===== src/rtl/truth_table_sweeper_pkg.sv =====
// Shared definitions for the truth-table sweeper: FSM state encoding, default settle
// time and the vector/counter widths. Imported by the RTL and by the bench.
package truth_table_sweeper_pkg;

  // Settle cycles held per input vector before sampling; legal range 1..15.
  localparam int unsigned SETTLE_DEFAULT = 2;

  // Three block inputs give eight vectors, so the index is 3 bits wide.
  localparam int unsigned IDX_W = 3;
  localparam int unsigned NUM_VECTORS = 8;

  // Four bits hold any legal settle count, including the one-past-terminal value
  // reached on the final settle cycle.
  localparam int unsigned CNT_W = 4;

  localparam logic [IDX_W-1:0] LAST_INDEX = IDX_W'(NUM_VECTORS - 1);

  // Sweep FSM, 4 states in 2 bits.
  typedef logic [1:0] state_t;
  localparam state_t StIdle   = 2'd0;
  localparam state_t StSettle = 2'd1;
  localparam state_t StSample = 2'd2;
  localparam state_t StDone   = 2'd3;

endpackage


===== src/rtl/truth_table_sweeper_settle_counter.sv =====
// Settle counter for the truth-table sweeper. Counts the cycles a vector has been held
// and flags the last settle cycle.
//
// Ports:
//   clk       rising-edge clock
//   reset_n   asynchronous active-low reset, clears the count
//   clear     synchronous clear to zero (wins over enable)
//   enable    increment the count this cycle
//   terminal  count == SETTLE-1
module truth_table_sweeper_settle_counter
  import truth_table_sweeper_pkg::*;
#(
  parameter int unsigned SETTLE = SETTLE_DEFAULT
) (
  input  logic clk,
  input  logic reset_n,
  input  logic clear,
  input  logic enable,
  output logic terminal
);

  localparam logic [CNT_W-1:0] LastCount = CNT_W'(SETTLE - 1);

  logic [CNT_W-1:0] count_q;
  logic [CNT_W-1:0] count_d;

  always_comb begin
    count_d = count_q;
    if (clear) begin
      count_d = '0;
    end else if (enable) begin
      count_d = count_q + CNT_W'(1);
    end
  end

  always_ff @(posedge clk or negedge reset_n) begin
    if (!reset_n) begin
      count_q <= '0;
    end else begin
      count_q <= count_d;
    end
  end

  assign terminal = (count_q == LastCount);

endmodule


===== src/rtl/truth_table_sweeper.sv =====
// Truth-table sweeper: drives all eight input combinations of a 3-input combinational
// block, holds each for SETTLE+1 cycles, samples the block output on the last of those
// cycles and builds its truth table, then compares it against a golden table.
//
// Ports:
//   clk        rising-edge clock
//   reset_n    asynchronous active-low reset
//   start      sweep request, only sampled while idle
//   expected   golden truth table (bit i for vector i), latched on accepted start
//   u_in       output of the block under sweep
//   c_out      block input c = index bit 2
//   t_out      block input t = index bit 1
//   y_out      block input y = index bit 0
//   busy       high from the cycle after accepted start through the done cycle
//   done       one-cycle completion pulse
//   table_out  captured truth table, bit i = u_in sampled for vector i
//   mismatch   table_out ^ latched expected
//   valid      table_out/mismatch hold a completed sweep
//   pass       valid and no mismatching bit
module truth_table_sweeper
  import truth_table_sweeper_pkg::*;
#(
  parameter int unsigned SETTLE = SETTLE_DEFAULT
) (
  input  logic       clk,
  input  logic       reset_n,
  input  logic       start,
  input  logic [7:0] expected,
  input  logic       u_in,
  output logic       c_out,
  output logic       t_out,
  output logic       y_out,
  output logic       busy,
  output logic       done,
  output logic [7:0] table_out,
  output logic [7:0] mismatch,
  output logic       valid,
  output logic       pass
);

  state_t           state_q, state_d;
  logic [IDX_W-1:0] index_q, index_d;
  logic [IDX_W-1:0] drive_q, drive_d;
  logic [7:0]       table_q, table_d;
  logic [7:0]       exp_q, exp_d;
  logic             valid_q, valid_d;

  logic accept;
  logic settle_clear;
  logic settle_enable;
  logic settle_terminal;

  assign accept = (state_q == StIdle) && start;

  // Count restarts for every vector: on the accepted start and on each sample cycle.
  assign settle_clear  = accept || (state_q == StSample);
  assign settle_enable = (state_q == StSettle);

  truth_table_sweeper_settle_counter #(
    .SETTLE (SETTLE)
  ) u_settle_counter (
    .clk      (clk),
    .reset_n  (reset_n),
    .clear    (settle_clear),
    .enable   (settle_enable),
    .terminal (settle_terminal)
  );

  always_comb begin
    state_d = state_q;
    index_d = index_q;
    table_d = table_q;
    exp_d   = exp_q;
    valid_d = valid_q;

    unique case (state_q)
      StIdle: begin
        if (start) begin
          state_d = StSettle;
          index_d = '0;
          exp_d   = expected;
          table_d = '0;
          valid_d = 1'b0;
        end
      end
      StSettle: begin
        if (settle_terminal) begin
          state_d = StSample;
        end
      end
      StSample: begin
        table_d[index_q] = u_in;
        // Index stops at the last vector rather than wrapping.
        if (index_q == LAST_INDEX) begin
          state_d = StDone;
        end else begin
          index_d = index_q + IDX_W'(1);
          state_d = StSettle;
        end
      end
      StDone: begin
        valid_d = 1'b1;
        state_d = StIdle;
      end
      default: begin
        state_d = StIdle;
      end
    endcase
  end

  // Block inputs are registered copies of the index while the sweep is active, so they
  // change on the same edge as the index and the vector gets the full settle window.
  assign drive_d = (state_d == StIdle) ? '0 : index_d;

  always_ff @(posedge clk or negedge reset_n) begin
    if (!reset_n) begin
      state_q <= StIdle;
      index_q <= '0;
      drive_q <= '0;
      table_q <= '0;
      exp_q   <= '0;
      valid_q <= 1'b0;
    end else begin
      state_q <= state_d;
      index_q <= index_d;
      drive_q <= drive_d;
      table_q <= table_d;
      exp_q   <= exp_d;
      valid_q <= valid_d;
    end
  end

  assign c_out     = drive_q[2];
  assign t_out     = drive_q[1];
  assign y_out     = drive_q[0];
  assign busy      = (state_q != StIdle);
  assign done      = (state_q == StDone);
  assign table_out = table_q;
  assign mismatch  = table_q ^ exp_q;
  assign valid     = valid_q;
  assign pass      = valid_q && (mismatch == '0);

endmodule


===== config.mk =====
export PLATFORM = sky130hd
export DESIGN_NAME = truth_table_sweeper
export DESIGN_NICKNAME = d
export VERILOG_FILES = /design/src/rtl/truth_table_sweeper_pkg.sv /design/src/rtl/truth_table_sweeper_settle_counter.sv /design/src/rtl/truth_table_sweeper.sv
export SDC_FILE = /design/constraint.sdc
export NUM_CORES = 1
export LEC_CHECK = 0
export ABC_CLOCK_PERIOD_IN_PS = 1650
export BUFFER_PORTS_ARGS = -buffer_cell sky130_fd_sc_hd__buf_2
export CORE_MARGIN = 3
export CORE_UTILIZATION = 50
export CTS_CLUSTER_DIAMETER = 50
export DETAILED_ROUTE_END_ITERATION = 8
export GPL_TIMING_DRIVEN = 0
export PLACE_DENSITY = 0.72
export SYNTH_ARGS = -nofsm -noshare
export SYNTH_HDL_FRONTEND = slang
export SYNTH_SLANG_ARGS = --single-unit

===== constraint.sdc =====
create_clock -name clk -period 1.65 [get_ports clk]
set_input_delay 0.0825 -clock clk [delete_from_list [all_inputs] [get_ports clk]]
set_output_delay 0.0825 -clock clk [all_outputs]
set_load 0.01 [all_outputs]

==> metrics.md <==
| Metric | Value |
|---|---|
| Status | finished clean |
| RSZ-0062 raised after global routing | true |
| CTS clk-pin slew, worst paths | 0.09 ns |
| Type of origin of the critical path | flop |
| Vias in the first global route | 1,162 |
| Area Growth Syn to Fin | 24.4% |
| Slew Viols, Final | 0 |
| Worst min path class | in -> reg |
| Switching share of power | 0.408 |
| CTS buffer count | 5 |
| First DRT Iteration DRCs | 27 |
| Largest net degree at the start of global routing | 30 |
| Synthesized flop and latch total | 29 |
| Sink Count | 29 |
| Post-Place Setup Slack | approximately 0.21 ns |
| Post-synthesis sequential area ratio | 0.481 |
| Total number of vias | 1,265 |
| GRT overflow | 0 |
| FF/Latch Area | 726 sq um |
| Max clock buf depth | 2 |
| GRT Total Usage | 0.192 |
| Leakage power | 0.000942 uW |
| Footprint of the multi-input gates | 716 sq um |
| Logic pwr share | 0.466 |
| Nets | 210 |
| Hold path startpoint | u_in |
| Maximum fanout along the worst path | 2 |
| Setup violators final | 0 |
| Mean post-synth cell area | 10.5 sq um |
| Worst Path Arrival | 1.52 ns |
| Die X | 61.0 um |
| Ys flop type | dfrtp_1 |
| Root buffer cell | clkbuf_4 |
| Setup WS post-layout | 0.0464 ns |
| Sequential share of power | 0.389 |
| Post-synth EDFFs | 0 |
| Minimum clock period | 1.60 ns |
| Headroom to the max-slew limit | 0.579 |
| Drt wl/cell | 14.4 um |
| H-tree depth | 2 |
| 1st-pass router iterations | 4 |
| Worst Setup SP | exp_q[5]$_DFFE_PN0P_ |
| WP data required | 1.57 ns |
| Worst clock skew | 0.00820 ns |
| Port-buffer cells | 34 |
| Die Ht | 61.0 um |
| Netlist cell types | 38 |
| Die ar. | 3720 sq um |
| Fmax | 624 MHz |
| Global-route wire length before repair | 5220 um |
| Syn Inst Count | 144 |
| Post-synthesis cell area | 1510 sq um |
| Worst slew pin tran | 0.632 ns |
| Ys async rst share | 1.00 |
| Std cell rows | 19 |
| Avg Vias per Cell | 5.57 |
| Max-Cap Viols | 0 |
| Setup crit end kind | output pin |
| Wirelength, routed | 3280 um |
| Share of cells above drive strength 1 | 0.276 |
| # diodes | 0 |
| Gp weighted congestion | 0.917 |
| P_int | 1720 uW |
| Fill cells | 251 |
| ANT nets after route | 0 |
| Clock power frac | 0.145 |
| Ports | 35 |
| Clk_lat worst skew | 0.33 ns |
| Worst vdd ir | 0.694 mV |
| Initial antenna violation count | 0 |
| Yosys warns | 0 |
| Crit path kind | reg -> out |
| Worst r2r src | state_q[0]$_DFF_PN0_ |
| DR DRC count | 0 |
| CTS tree | built |
| Post-detail-place hpwl | 2300 um |
| Fin. Hold Viols | 0 |
| Post-synthesis net count | 159 |
| Net switching power | roughly 1200 uW |
| Power after layout | 2900 uW |
| Core area | ~2800 sq um |
| Final period utilization | 0.972 |
| P per Cell Area | 1540 nW/um^2 |
| Starting Density | 0.534 |
## layer usage
layer | share of wire | global-route usage | vias up
li1 | - | - | 616
met1 | 0.42 | 0.230 | 609
met2 | 0.52 | 0.333 | 33
met3 | 0.053 | 0.0574 | 7
met4 | 0.011 | 0.0557 | 0
met5 | 0 | 0 | -
## area by class of cell
class,instances,share of cell area
clock buffer,5,0.0200
multi-input combinational,98,0.381
buffer,8,0.0220
sequential,29,0.386
inverter,9,0.0180
clock inverter,3,0.00933
timing repair buffer,44,0.143
tap,31,0.0207
## what timing repair did
item,CTS,global route
pin swaps,0,1
endpoints found under the setup margin,1,1
setup buffers,0,1
gates resized for setup,1,0
hold buffers,9,0
endpoints found under the hold margin,37,0
## cells in the final DEF, fill, tap and decap left out, drive strengths merged, types with 2 or more instances in the layout
master / instances
o211ai: 2
nor3: 2
buf: 42
mux2: 8
nand2b: 5
a22o: 6
o22ai: 6
dlygate4sd3: 9
and3: 2
ha: 3
nand3b: 4
dfrtp: 29
xor2: 8
clkbuf: 6
a21oi: 9
nand3: 2
a31o: 2
o21ai: 7
or3b: 3
inv: 9
nand2: 5
nor2: 10
clkinv: 2
## cell families (layout without fill, tap and decap cells)
group           Yosys count  count (layout)  synth area share
simple gates             39              39             0.152
compound gates           38              38             0.174
flops                    29              29             0.481
buf+inv                  17              69            0.0497
xor+xnor                  9               9            0.0522
mux                       9               9            0.0663
fa+ha+maj                 3               3            0.0249
## registers in the layout, summed over array words and instances, names as in the netlist
signal	flops
valid	1
u_settle_counter.count_q	4
state_q	2
index_q	3
exp_q	8
table_out	8
drive_q	3
## critical path, cell delays in order, from the launching register on
cell and delay (ns):
dfrtp_1 0.39, xor2_1 0.18, nor4_2 0.30, and3_1 0.19, buf_2 0.13
## synth_stat cells, drive strengths merged (2+ instances only)
cell type  instances  area share
nand2              5       0.012
and3               2      0.0083
o21ai              7       0.023
or3b               3       0.017
buf                7       0.025
nand3b             4       0.028
nor3               2      0.0066
nand3              2      0.0066
o22ai              6       0.025
xor2               8       0.046
dfrtp             29        0.48
mux2               8       0.060
ha                 3       0.025
a31o               2       0.012
inv                9       0.022
a21oi              9       0.030
nor2              10       0.025
nand2b             5       0.021
o211ai             2      0.0099
a22o               6       0.035
## power by group through the flow
stage / clock (uW) / sequential [uW] / combinational [uW]
floorplan: 0 / 1110 / 931
global placement: 0 / 1120 / 1290
detailed placement: 0 / 1140 / 1330
CTS: 428 / 1130 / 1360
global route: 460 / 1160 / 1500
finish: 419 / 1130 / 1350
## path summary, 6_finish.rpt
path,slack (ns),cells after the start,end
max,0.05,4,pass
max reg2reg,0.19,3,exp_q[6]$_DFFE_PN0P_
max in group asynchronous,0.94,2,u_settle_counter.count_q[3]$_DFFE_PN0P_
min reg2reg,0.52,1,exp_q[7]$_DFFE_PN0P_
min in group asynchronous,0.30,2,index_q[1]$_DFF_PN0_
min,0.08,3,table_out[0]$_DFFE_PN0P_
## through the flow
step / instances / setup TNS, ns / cell area (sq um) / utilization / hold WS [ns]
3_3_place_gp: 209 / 0 / 1720 / 0.608 / 0.139
2_1_floorplan: 144 / 0 / 1510 / - / -0.213
4_1_cts: 226 / 0 / 1870 / 0.661 / 0.0829
6_report: 227 / 0 / 1880 / 0.664 / 0.0837
3_5_place_dp: 209 / 0 / 1720 / 0.608 / 0.146
5_1_grt: 227 / -0.0617 / 1880 / 0.664 / 0.0799
Note: power is estimated with default switching activity, not from simulation.
